## src/rtl/prog_loader_if.sv

```systemverilog
// Byte-stream and program-memory load bus for prog_loader.
//   in_valid/in_data/in_ready : serial program byte stream (valid/ready)
//   pmem_we/pmem_addr/pmem_data : program memory load port
//   done/error/core_hold/words_loaded : loader status
// slave modport is the loader side, master modport the source/observer side.
interface prog_loader_if;
  logic        in_valid;
  logic [7:0]  in_data;
  logic        in_ready;
  logic        pmem_we;
  logic [7:0]  pmem_addr;
  logic [11:0] pmem_data;
  logic        done;
  logic        error;
  logic        core_hold;
  logic [7:0]  words_loaded;

  modport slave (
    input  in_valid, in_data,
    output in_ready, pmem_we, pmem_addr, pmem_data, done, error, core_hold, words_loaded
  );

  modport master (
    output in_valid, in_data,
    input  in_ready, pmem_we, pmem_addr, pmem_data, done, error, core_hold, words_loaded
  );
endinterface

```

## src/rtl/prog_loader.sv

```systemverilog
// Program loader: parses a framed byte stream (0xA5, N, N x {HI, LO}, checksum)
// and writes N 12-bit instruction words into program memory, holding the core
// until a frame with a valid checksum has been loaded.
// Ports:
//   clk  : clock, rising edge
//   rst  : synchronous active-high reset
//   bus  : prog_loader_if.slave (byte stream in, memory load port and status out)
module prog_loader #(
  parameter int unsigned DEPTH = 10
) (
  input  logic          clk,
  input  logic          rst,
  prog_loader_if.slave  bus
);

  localparam logic [7:0] Header = 8'hA5;
  localparam logic [7:0] DepthB = DEPTH[7:0];

  typedef enum logic [2:0] {StIdle, StLen, StHi, StLo, StCsum, StDone} state_e;

  state_e      state_q, state_d;
  logic [7:0]  sum_q, sum_d;
  logic [7:0]  idx_q, idx_d;
  logic [7:0]  len_q, len_d;
  logic [3:0]  hi_q, hi_d;
  logic        we_q, we_d;
  logic [7:0]  addr_q, addr_d;
  logic [11:0] data_q, data_d;
  logic        error_q, error_d;
  logic [7:0]  words_q, words_d;

  logic accept;

  assign bus.in_ready     = !rst && (state_q != StDone);
  assign accept           = bus.in_valid && bus.in_ready;
  assign bus.pmem_we      = we_q;
  assign bus.pmem_addr    = addr_q;
  assign bus.pmem_data    = data_q;
  assign bus.done         = (state_q == StDone);
  assign bus.core_hold    = (state_q != StDone);
  assign bus.error        = error_q;
  assign bus.words_loaded = words_q;

  always_comb begin
    state_d = state_q;
    sum_d   = sum_q;
    idx_d   = idx_q;
    len_d   = len_q;
    hi_d    = hi_q;
    we_d    = 1'b0;
    addr_d  = addr_q;
    data_d  = data_q;
    error_d = error_q;
    words_d = words_q;

    if (accept) begin
      unique case (state_q)
        StIdle: begin
          // Anything but the header is line noise and is dropped.
          if (bus.in_data == Header) begin
            state_d = StLen;
            error_d = 1'b0;
            words_d = 8'd0;
            sum_d   = 8'd0;
          end
        end
        StLen: begin
          if (bus.in_data != 8'd0 && bus.in_data <= DepthB) begin
            state_d = StHi;
            sum_d   = bus.in_data;
            len_d   = bus.in_data;
            idx_d   = 8'd0;
          end else begin
            state_d = StIdle;
            error_d = 1'b1;
          end
        end
        StHi: begin
          if (bus.in_data[7:4] == 4'd0) begin
            state_d = StLo;
            hi_d    = bus.in_data[3:0];
            sum_d   = sum_q + bus.in_data;
          end else begin
            state_d = StIdle;
            error_d = 1'b1;
          end
        end
        StLo: begin
          we_d    = 1'b1;
          addr_d  = idx_q;
          data_d  = {hi_q, bus.in_data};
          idx_d   = idx_q + 8'd1;
          words_d = words_q + 8'd1;
          sum_d   = sum_q + bus.in_data;
          // idx_q < N-1 is the same as idx_q+1 != N since idx_q < N here.
          state_d = (idx_q + 8'd1 != len_q) ? StHi : StCsum;
        end
        StCsum: begin
          if (bus.in_data == sum_q) begin
            state_d = StDone;
          end else begin
            state_d = StIdle;
            error_d = 1'b1;
          end
        end
        default: ;  // StDone never accepts
      endcase
    end
  end

  always_ff @(posedge clk) begin
    if (rst) begin
      state_q <= StIdle;
      sum_q   <= 8'd0;
      idx_q   <= 8'd0;
      len_q   <= 8'd0;
      hi_q    <= 4'd0;
      we_q    <= 1'b0;
      addr_q  <= 8'd0;
      data_q  <= 12'd0;
      error_q <= 1'b0;
      words_q <= 8'd0;
    end else begin
      state_q <= state_d;
      sum_q   <= sum_d;
      idx_q   <= idx_d;
      len_q   <= len_d;
      hi_q    <= hi_d;
      we_q    <= we_d;
      addr_q  <= addr_d;
      data_q  <= data_d;
      error_q <= error_d;
      words_q <= words_d;
    end
  end

endmodule

```

## src/flat_wrapper.sv

```systemverilog
// flat-port wrapper written by rule: the top's interface ports become plain ports
module prog_loader_flat 
#(
  parameter int unsigned DEPTH = 10
)
  (clk, rst, bus_in_valid, bus_in_data, bus_in_ready, bus_pmem_we, bus_pmem_addr, bus_pmem_data, bus_done, bus_error, bus_core_hold, bus_words_loaded);
  prog_loader_if bus_i ();
  input  logic clk;
  input  logic rst;
  input wire logic [$bits(bus_i.in_valid)-1:0] bus_in_valid;
  input wire logic [$bits(bus_i.in_data)-1:0] bus_in_data;
  output wire logic [$bits(bus_i.in_ready)-1:0] bus_in_ready;
  output wire logic [$bits(bus_i.pmem_we)-1:0] bus_pmem_we;
  output wire logic [$bits(bus_i.pmem_addr)-1:0] bus_pmem_addr;
  output wire logic [$bits(bus_i.pmem_data)-1:0] bus_pmem_data;
  output wire logic [$bits(bus_i.done)-1:0] bus_done;
  output wire logic [$bits(bus_i.error)-1:0] bus_error;
  output wire logic [$bits(bus_i.core_hold)-1:0] bus_core_hold;
  output wire logic [$bits(bus_i.words_loaded)-1:0] bus_words_loaded;
  assign bus_i.in_valid = bus_in_valid;
  assign bus_i.in_data = bus_in_data;
  assign bus_in_ready = bus_i.in_ready;
  assign bus_pmem_we = bus_i.pmem_we;
  assign bus_pmem_addr = bus_i.pmem_addr;
  assign bus_pmem_data = bus_i.pmem_data;
  assign bus_done = bus_i.done;
  assign bus_error = bus_i.error;
  assign bus_core_hold = bus_i.core_hold;
  assign bus_words_loaded = bus_i.words_loaded;
  prog_loader #(.DEPTH(DEPTH)) u_core (.clk(clk), .rst(rst), .bus(bus_i));
endmodule
```

## config.mk

```make
export PLATFORM = sky130hd
export DESIGN_NAME = prog_loader_flat
export DESIGN_NICKNAME = d
export VERILOG_FILES = /design/src/rtl/prog_loader_if.sv /design/src/rtl/prog_loader.sv /design/src/flat_wrapper.sv
export SDC_FILE = /design/constraint.sdc
export NUM_CORES = 1
export LEC_CHECK = 0
export ABC_AREA = 1
export CORE_MARGIN = 5
export CORE_UTILIZATION = 54
export DETAILED_ROUTE_END_ITERATION = 8
export PLACE_DENSITY = 0.87
export SLEW_MARGIN = 0
export SYNTH_ARGS = -nofsm -noshare
export SYNTH_HDL_FRONTEND = slang
export SYNTH_SLANG_ARGS = --single-unit
```

## constraint.sdc

```tcl
create_clock -name clk -period 2.2 [get_ports clk]
set_input_delay 0.66 -clock clk [delete_from_list [all_inputs] [get_ports clk]]
set_output_delay 0.66 -clock clk [all_outputs]
set_load 0.02 [all_outputs]
```

==> results of run 1 <==
==> cell type report <==
class / count / area, um2
Fill cell: 404 / 1410
Tap cell: 72 / 90.1
Sequential cell: 61 / 1220
Timing Repair Buffer: 85 / 749
Clock buffer: 12 / 145
Multi-Input combinational cell: 310 / 1640
Clock inverter: 4 / 47.5
Inverter: 44 / 168
==> worst register-to-register path: stages, from the launching register on <==
cell and delay [ns]:
dfxtp_1 0.34, buf_4 0.14, nand2_1 0.08, nor2_2 0.29, inv_2 0.15, nor2_4 0.17, buf_4 0.22, o21ai_1 0.10
a21oi_1 0.12, a21oi_1 0.05, nor2_1 0.09
==> registers in the layout, indices dropped and copies added (netlist names) <==
| register | cells |
|---|---|
| u_core.bus.error | 1 |
| u_core.bus.pmem_addr | 8 |
| u_core.bus.pmem_data | 12 |
| u_core.bus.pmem_we | 1 |
| u_core.bus.words_loaded | 8 |
| u_core.hi_q | 4 |
| u_core.idx_q | 8 |
| u_core.len_q | 8 |
| u_core.state_q | 3 |
| u_core.sum_q | 8 |
==> kinds of logic after synthesis <==
group	after synthesis	synth area share, %
xor gates and xnor gates	4	1.16
buffers and inverters	58	7.72
and+or+nand+nor	185	27.1
DFF	61	40.3
AOI/OAI and AO/OA	110	19.4
adders and majority gates	10	4.38
==> layer usage <==
| metal | vias up | wire length (um) |
|---|---|---|
| met3 | 30 | 493 |
| li1 | 1614 | - |
| met5 | - | 0 |
| met1 | 1538 | 3810 |
| met4 | 0 | 225 |
| met2 | 135 | 4040 |
==> per-stage QoR <==
stage	util [%]	setup TNS, ns	instances
after floorplan	-	0	428
after global placement	69.1	-7.01	569
after detailed placement	69.1	-8.59	569
after CTS	72.7	0	585
after global routing	74.2	-0.173	588
final	74.2	0	588
==> power groups by stage <==
stage	clock network, mW	registers, mW	logic, mW
6_report	0.981	1.10	0.124
5_1_grt	1.05	1.10	0.132
3_3_place_gp	0	1.13	0.115
4_1_cts	0.993	1.10	0.117
3_5_place_dp	0	1.13	0.117
2_1_floorplan	0	1.13	0.0487
==> synth_stat cells <==
library cell and count:
a21oi_1 50, o22ai_1 1, nand2_2 2, nor4_1 3, nand3b_1 3, xor2_1 2
fa_1 1, nand2_4 1, o21bai_1 1, nand4_1 4, clkbuf_1 6, nor2_1 49
xnor2_1 2, nor3_1 13, nand3_2 2, nor2_2 5, a22oi_1 3, buf_2 7
inv_2 11, buf_6 1, o211ai_1 1, o211a_1 1, nor2_4 1, a31oi_1 3
o21ai_1 21, o21ai_0 24, nand2_1 74, dfxtp_1 61, a211oi_1 3, inv_1 33
ha_1 9, nand3_1 28, o21a_1 1, a32oi_1 1
==> timing repair <==
item                       CTS  global route
setup buffers                0             2
cloned                       0             1
pin swaps                    1             5
resized for setup            9            17
setup endpoints to repair    3            27
hold buffers                 0             0
==> path summary, 6_finish.rpt <==
path | startpoint | endpoint | slack [ns]
setup reg to reg | u_core.state_q[1]$_SDFFE_PP0P_ | u_core.bus.words_loaded[7]$_SDFFE_PP0P_ | 0.40
setup / recovery | bus_in_data[3] | u_core.sum_q[6]$_SDFFE_PP0P_ | 0.04
hold / removal | u_core.len_q[7]$_SDFFE_PP0P_ | u_core.len_q[7]$_SDFFE_PP0P_ | 0.47
hold reg to reg | u_core.len_q[7]$_SDFFE_PP0P_ | u_core.len_q[7]$_SDFFE_PP0P_ | 0.47
==> metrics.yaml, run 1 <==
layout.cells.most_common_list: "nand2_1, dfxtp_1, nor2_1"
power_switching_uw: 500
hold_path.class: "reg2reg"
grt_max_degree: 41
synth-warning-count: 0
area_growth_pct: 34.0
critPathArrivalTime_ns: 2.43
finalMaxSlewViolations: 0
ctsRootBufferMaster: "clkbuf_8"
final_area_um2: 4060
use_met1_pct: 29.9
total_power_mw: 2.21
core_um2: 5470
comb_power_share_pct: 5.6
crit_fanout: 5
grt-ovfl-total: 0
insertion_delay_ns: 0.34
die_h_um: 84.9
post_dp_cell_area_um2: 3780
cp.required_ns: 2.47
fin_skew_ns: 0.00431
dpl.hpwl_um: 5880
max-vdd-ir-drop_mv: 0.490
start_util_pct: 55.3
tightest_slew_ns: 0.415
slew_headroom_pct: 72.3
numCtsBuffers: 9
crit_cells: 11
layout_commonest_cell: "nand2_1"
synthesis.nets: 449
internal-power_mw: 1.71
drtIter0Drc: 333
io-pin-count: 44
status: "completed"
wire_per_inst_um: 14.6
wirelength_um: 8570
gp_congestion: 0.901
fin_crit_ns: 2.16
vias: 3317
grt_pass1_wl_um: 13800
yosysTopAreaCell: "dfxtp_1"
cts_max_level: 3
synthDistinctLibCells: 34
final_nets: 532
fin_crit_sh_pct: 98.0
yosys.area.top_type_share_pct: 40.3
power_frac_seq_pct: 50.0
ys_seq_area_share_pct: 40.3
path_clk_slew_ns: 0.06
crit_type: "in2reg"
critPathTopFamily: "buffers and inverters"
leakage_nw: 1.76
yosys-top-cells-area: "dfxtp_1, nand2_1, a21oi_1, nor2_1, nand3_1"
crit_slowest_cell: "clkdlybuf4s50_1"
drive_gt1_share_pct: 18.2
cts_tree: "yes"
max_stage_delay_ns: 0.54
track_usage_pct: 23.5
hold_slack_ns: 0.468
cts.sinks: 61
end_kind: "flip-flop"
via_per_inst: 5.64
max_freq_mhz: 464
crit_chain: "clkdlybuf4s50_1 > ha_2 > a21oi_2 > nand2_2 > nand2_1 > nand2_1 > a21oi_2 > o21ai_1 > a21oi_1 > nor2_1 > nor2_1"
holdPathStages: 2
rows: 27
synth_area_um2: 3030
drv_cap: 0
dieArea_um2: 7210
switching_share_pct: 22.6
startpoint_type: "primary input"
fp.dieW_um: 84.9
grt_pass1_vias: 3052
portBuffers: 43
finalSetupViolCount: 0
drc_errors: 0
power_density_nw_per_um2: 544
pre_cts_slack_ns: -0.472
syn_inst: 428
antenna_found_initial: 0
clockBufferDepth: 2
globalRoute.busiestLayer: "met2"
syn_avg_cell_area_um2: 7.08
dr.pass1.iters: 5
hold_violations: 0
gr-usage-met2_pct: 37.8
ys_ff_latch: 61
clockPowerShare_pct: 44.4
reg2reg_depth: 10
grt_use_met3_pct: 4.85
num_antenna_cells: 0
antenna_left: 0
path_buf_inv: 1
timing.final.ws_setup_ns: 0.0443
Power figures use the tool's default switching activity.
==> run 2, diff against run 1 <==
--- a/config.mk
+++ b/config.mk
@@ -7,9 +7,9 @@
 export LEC_CHECK = 0
 export ABC_AREA = 1
 export CORE_MARGIN = 5
-export CORE_UTILIZATION = 54
+export CORE_UTILIZATION = 25
 export DETAILED_ROUTE_END_ITERATION = 8
-export PLACE_DENSITY = 0.87
+export PLACE_DENSITY = 0.51
 export SLEW_MARGIN = 0
 export SYNTH_ARGS = -nofsm -noshare
 export SYNTH_HDL_FRONTEND = slang
==> metrics.yaml, run 2 (synthesis results as in run 1) <==
crit_type: "in2reg"
wirelength_um: 8650
fin_crit_ns: 2.24
area_growth_pct: 43.2
cts_tree: "yes"
grt_pass1_vias: 3008
final_area_um2: 4340
numCtsBuffers: 9
crit_fanout: 7
reg2reg_depth: 9
cts_setup_buffers: 0
post_dp_cell_area_um2: 3920
rr_startpoint: "u_core.state_q[1]$_SDFFE_PP0P_"
ctsRootBufferMaster: "clkbuf_16"
clockBufferDepth: 2
track_usage_pct: 12.3
via_per_inst: 4.68
dieArea_um2: 14400
end_kind: "flip-flop"
grt_pass1_wl_um: 14200
largest_reg_flops: 12
final_nets: 532
vias: 3106
grt_max_degree: 41
leakage_nw: 1.85
power_density_nw_per_um2: 656
rows: 40
num_antenna_cells: 0
drc_errors: 0
finalMaxSlewViolations: 0
violations: "negative setup slack"
antenna_left: 0
total_power_mw: 2.84
io-pin-count: 44
path_clk_slew_ns: 0.05
fp.dieW_um: 120
cts_max_level: 3
crit_path_start: "bus_in_data[4]"
startpoint_type: "primary input"
tightest_slew_ns: 0.458
gp_congestion: 0.857
r2r-end: "u_core.hi_q[2]$_SDFFE_PP0P_"
wire_per_inst_um: 13.0
layout.cells.most_common_list: "nand2_1, dfxtp_1, a21oi_1"
critPathArrivalTime_ns: 2.46
hold_violations: 0
dpl.hpwl_um: 6180
worstSetupEndpoint: "u_core.bus.error$_SDFFE_PP0P_"
reg2reg_slack_ns: 0.39
insertion_delay_ns: 0.33
drive_gt1_share_pct: 18.4
fin_skew_ns: 0.00330
max-vdd-ir-drop_mv: 0.370
die_h_um: 120
finalSetupViolCount: 1
slew_headroom_pct: 69.2
antenna_found_initial: 0
fin_util_pct: 36.3
core_um2: 12000
dr.pass1.iters: 4
max_freq_mhz: 446
layout_commonest_cell: "nand2_1"
portBuffers: 43
start_util_pct: 25.3
hold_path.class: "reg2reg"
fin_crit_sh_pct: 102
timing.final.ws_setup_ns: -0.0417
holdBufCountCts: 0
cp.required_ns: 2.42
status: "complete, but fails checks"
cts.sinks: 61
drv_cap: 0
grt-ovfl-total: 0
drtIter0Drc: 170
==> run 2: power breakdown <==
part           switching [mW]  internal [mW]
clock network           0.495           1.11
logic                  0.0715         0.0591
registers            0.000281           1.11
==> run 2: per-stage QoR <==
stage	hold WS, ns	cells	setup TNS, ns	setup WS (ns)
floorplan	0.439	428	0	0.191
global placement	0.446	647	-9.63	-0.405
detailed placement	0.454	647	-11.01	-0.447
CTS	0.462	663	0	0.00646
global route	0.493	663	-0.224	-0.136
finish	0.462	663	-0.0417	-0.0417
==> run 2: worst max-delay path, stage by stage <==
cell             delay (ns)
clkdlybuf4s50_1        0.47
ha_1                   0.42
nor4_1                 0.38
nand4_1                0.16
nand2_1                0.13
nor2_1                 0.06
a21oi_1                0.12
nor2_1                 0.05
==> run 2: final cells by class <==
cell class / instances / area, um2
repair buffers: 86 / 783
clock inverters: 3 / 65.1
multi-input cells: 309 / 1640
well taps: 147 / 184
fillers: 1218 / 7620
clock buffers: 13 / 280
flip-flops and latches: 61 / 1220
inverters: 44 / 168
==> run 2: worst min-delay path by stage <==
stage               depth (start not counted)  slack, ns                          from                            to
finish                                      2       0.46  u_core.len_q[4]$_SDFFE_PP0P_  u_core.len_q[4]$_SDFFE_PP0P_
global route                                2       0.49  u_core.len_q[5]$_SDFFE_PP0P_  u_core.len_q[5]$_SDFFE_PP0P_
CTS                                         2       0.46  u_core.len_q[4]$_SDFFE_PP0P_  u_core.len_q[4]$_SDFFE_PP0P_
detailed placement                          2       0.45  u_core.len_q[4]$_SDFFE_PP0P_  u_core.len_q[4]$_SDFFE_PP0P_
global placement                            2       0.45  u_core.len_q[7]$_SDFFE_PP0P_  u_core.len_q[7]$_SDFFE_PP0P_
floorplan                                   2       0.44  u_core.len_q[7]$_SDFFE_PP0P_  u_core.len_q[7]$_SDFFE_PP0P_
==> run 2: routing by layer <==
layer  track usage [%]  up-vias  part of all wire [%]
met5                 0        -                     0
met4              6.80        0                   2.9
met3              2.21       16                   4.7
met2              19.8       79                    45
met1              15.5     1406                    47
li1                  -     1605                     -
==> run 2: repair_timing <==
action / in CTS / in global routing
setup endpoints to repair: 4 / 28
pin swaps: 0 / 2
resized for setup: 8 / 18
==> run 3, diff against run 2 <==
--- a/config.mk
+++ b/config.mk
@@ -5,7 +5,6 @@
 export SDC_FILE = /design/constraint.sdc
 export NUM_CORES = 1
 export LEC_CHECK = 0
-export ABC_AREA = 1
 export CORE_MARGIN = 5
 export CORE_UTILIZATION = 25
 export DETAILED_ROUTE_END_ITERATION = 8
==> metrics.yaml, run 3 <==
wire_per_inst_um: 14.7
max-vdd-ir-drop_mv: 0.458
final_nets: 496
path_clk_slew_ns: 0.05
ys_ff_latch: 61
area_growth_pct: 47.5
cts.sinks: 61
crit_slowest_cell: "or4_4"
crit_chain: "buf_6 > or4_4 > or3_4 > a221oi_4 > buf_6 > nand2b_4 > a21oi_2"
critPathArrivalTime_ns: 2.37
portBuffers: 43
final_area_um2: 4700
grt_pass1_vias: 3072
min_from: "u_core.bus.pmem_addr[5]$_SDFFE_PP0P_"
grt_max_degree: 57
numCtsBuffers: 9
finalSetupViolCount: 0
start_util_pct: 25.4
synth-warning-count: 0
antenna_found_initial: 0
ctsRootBufferMaster: "clkbuf_16"
timing.final.ws_setup_ns: 0.0216
layout.cells.most_common_list: "buf_4, dfxtp_1, nand2_1"
max_stage_delay_ns: 0.52
holdBufCountCts: 0
via_per_inst: 4.78
rows: 41
dpl.hpwl_um: 6940
fin_crit_ns: 2.18
drv_cap: 0
post_dp_cell_area_um2: 4200
path_buf_inv: 2
yosys.area.top_type_share_pct: 38.3
track_usage_pct: 13.0
syn_inst: 376
die_h_um: 123
yosysTopAreaCell: "dfxtp_1"
startpoint_type: "primary input"
synth_enable_flop_cells: 0
drive_gt1_share_pct: 26.0
ys_seq_area_share_pct: 38.3
synthDistinctLibCells: 57
yosys-top-cells-area: "dfxtp_1, a21oi_1, nand2_1, nor2_1, ha_1"
synth.most_common_cell: "dfxtp_1"
power_density_nw_per_um2: 595
grt_pass1_wl_um: 15400
antenna_left: 0
slew_headroom_pct: 57.1
whs_endpoint: "u_core.bus.pmem_addr[5]$_SDFFE_PP0P_"
cts_max_level: 3
synthesis.nets: 397
syn_avg_cell_area_um2: 8.49
fp.dieW_um: 123
critPathTopFamily: "simple AND/OR/NAND/NOR gates"
end_kind: "flip-flop"
largest_reg_flops: 12
io-pin-count: 44
finalMaxSlewViolations: 0
gp_congestion: 0.837
clockBufferDepth: 2
tightest_slew_ns: 0.644
pre_cts_slack_ns: -0.712
fin_skew_ns: 0.00678
dieArea_um2: 15100
dr.pass1.iters: 4
crit_fanout: 8
max_freq_mhz: 459
insertion_delay_ns: 0.33
holdPathStages: 2
status: "completed"
synth_flop_cell: "dfxtp_1"
r2r-end: "u_core.state_q[1]$_SDFFE_PP0P_"
grt-ovfl-total: 0
vias: 3118
drtIter0Drc: 110
cts_tree: "yes"
timing.critical_path.mode_cell: "buf_6"
leakage_nw: 1.73
hold_path.class: "reg2reg"
synth_commonest_cells: "dfxtp_1, nand2_1, a21oi_1, nor2_1, clkbuf_1"
reg2reg_depth: 7
synth_area_um2: 3190
rr_startpoint: "u_core.idx_q[0]$_SDFFE_PP0P_"
cp.required_ns: 2.39
num_antenna_cells: 0
rsz0062_at_grt: "yes"
synthArstFlopShare_pct: 0
crit_type: "in2reg"
drc_errors: 0
layout_commonest_cell: "buf_4"
hold_violations: 0
fin_crit_sh_pct: 99.0
reg2reg_slack_ns: 0.15
wirelength_um: 9600
core_um2: 12600
-- run 3: final cells by class --
class                      instances  area [um2]
tap                              172         215
multi-input combinational        284        1980
clock inverter                     6        86.3
sequential                        61        1220
inverter                          10        37.5
clock buffer                      10         239
fill                            1290        7860
timing repair buffer             109         921
-- run 3: worst max-delay path by stage --
stage,start,end,cells after the start
5_1_grt,bus_in_data[3],u_core.sum_q[7]$_SDFFE_PP0P_,7
3_5_place_dp,bus_in_data[4],u_core.sum_q[0]$_SDFFE_PP0P_,7
2_1_floorplan,bus_in_data[4],u_core.sum_q[1]$_SDFFE_PP0P_,6
4_1_cts,bus_in_data[4],u_core.sum_q[4]$_SDFFE_PP0P_,7
3_3_place_gp,bus_in_data[6],u_core.bus.error$_SDFFE_PP0P_,8
6_report,bus_in_data[3],u_core.sum_q[4]$_SDFFE_PP0P_,7
-- run 3: repair_timing --
item	in CTS	in global routing
buffers inserted	2	5
gates cloned	0	0
endpoints found under the setup margin	43	25
gates resized for setup	40	27
pin swaps	14	9
endpoints found under the hold margin	0	0
-- run 3: logic make-up (layout without fill, tap and decap cells) --
| kind of cell | count (synthesis) | in the layout | synth area share (%) |
|---|---|---|---|
| buffers and inverters | 31 | 135 | 3.88 |
| and+or+nand+nor | 143 | 143 | 23.4 |
| DFF | 61 | 61 | 38.3 |
| muxes | 10 | 10 | 3.14 |
| AOI/OAI and AO/OA | 107 | 107 | 23.3 |
| xor gates and xnor gates | 14 | 14 | 3.84 |
| adders and majority gates | 10 | 10 | 4.16 |
-- run 3: metrics by stage --
step	power, mW	TNS (ns)	hold WS, ns	instances	utilization [%]
after CTS	2.83	-0.00725	0.457	647	36.5
final	2.80	0	0.455	652	37.4
after floorplan	1.18	-0.841	0.431	376	-
after global placement	1.27	-21.67	0.447	629	33.4
after global routing	2.91	-0.0259	0.469	652	37.4
after detailed placement	1.27	-22.70	0.450	629	33.4
-- run 3: worst reg2reg max path, stage by stage (launching register included) --
cell       delay, ns
dfxtp_1         0.31
ha_1            0.33
and4_1          0.26
o21ai_0         0.15
nand3b_1        0.10
a2111oi_1       0.49
buf_4           0.20
o22ai_1         0.07
-- run 3: report_power, final --
part / internal, mW / switching [mW]
combinational: 0.0663 / 0.0811
clock: 1.02 / 0.525
sequential: 1.11 / 0.000156
-- run 3: layer usage --
layer | vias up | GRT usage, % | share of wire [%]
li1 | 1573 | - | -
met1 | 1482 | 15.4 | 44
met2 | 49 | 22.6 | 51
met3 | 14 | 3.89 | 2.9
met4 | 0 | 4.36 | 1.8
met5 | - | 0 | 0
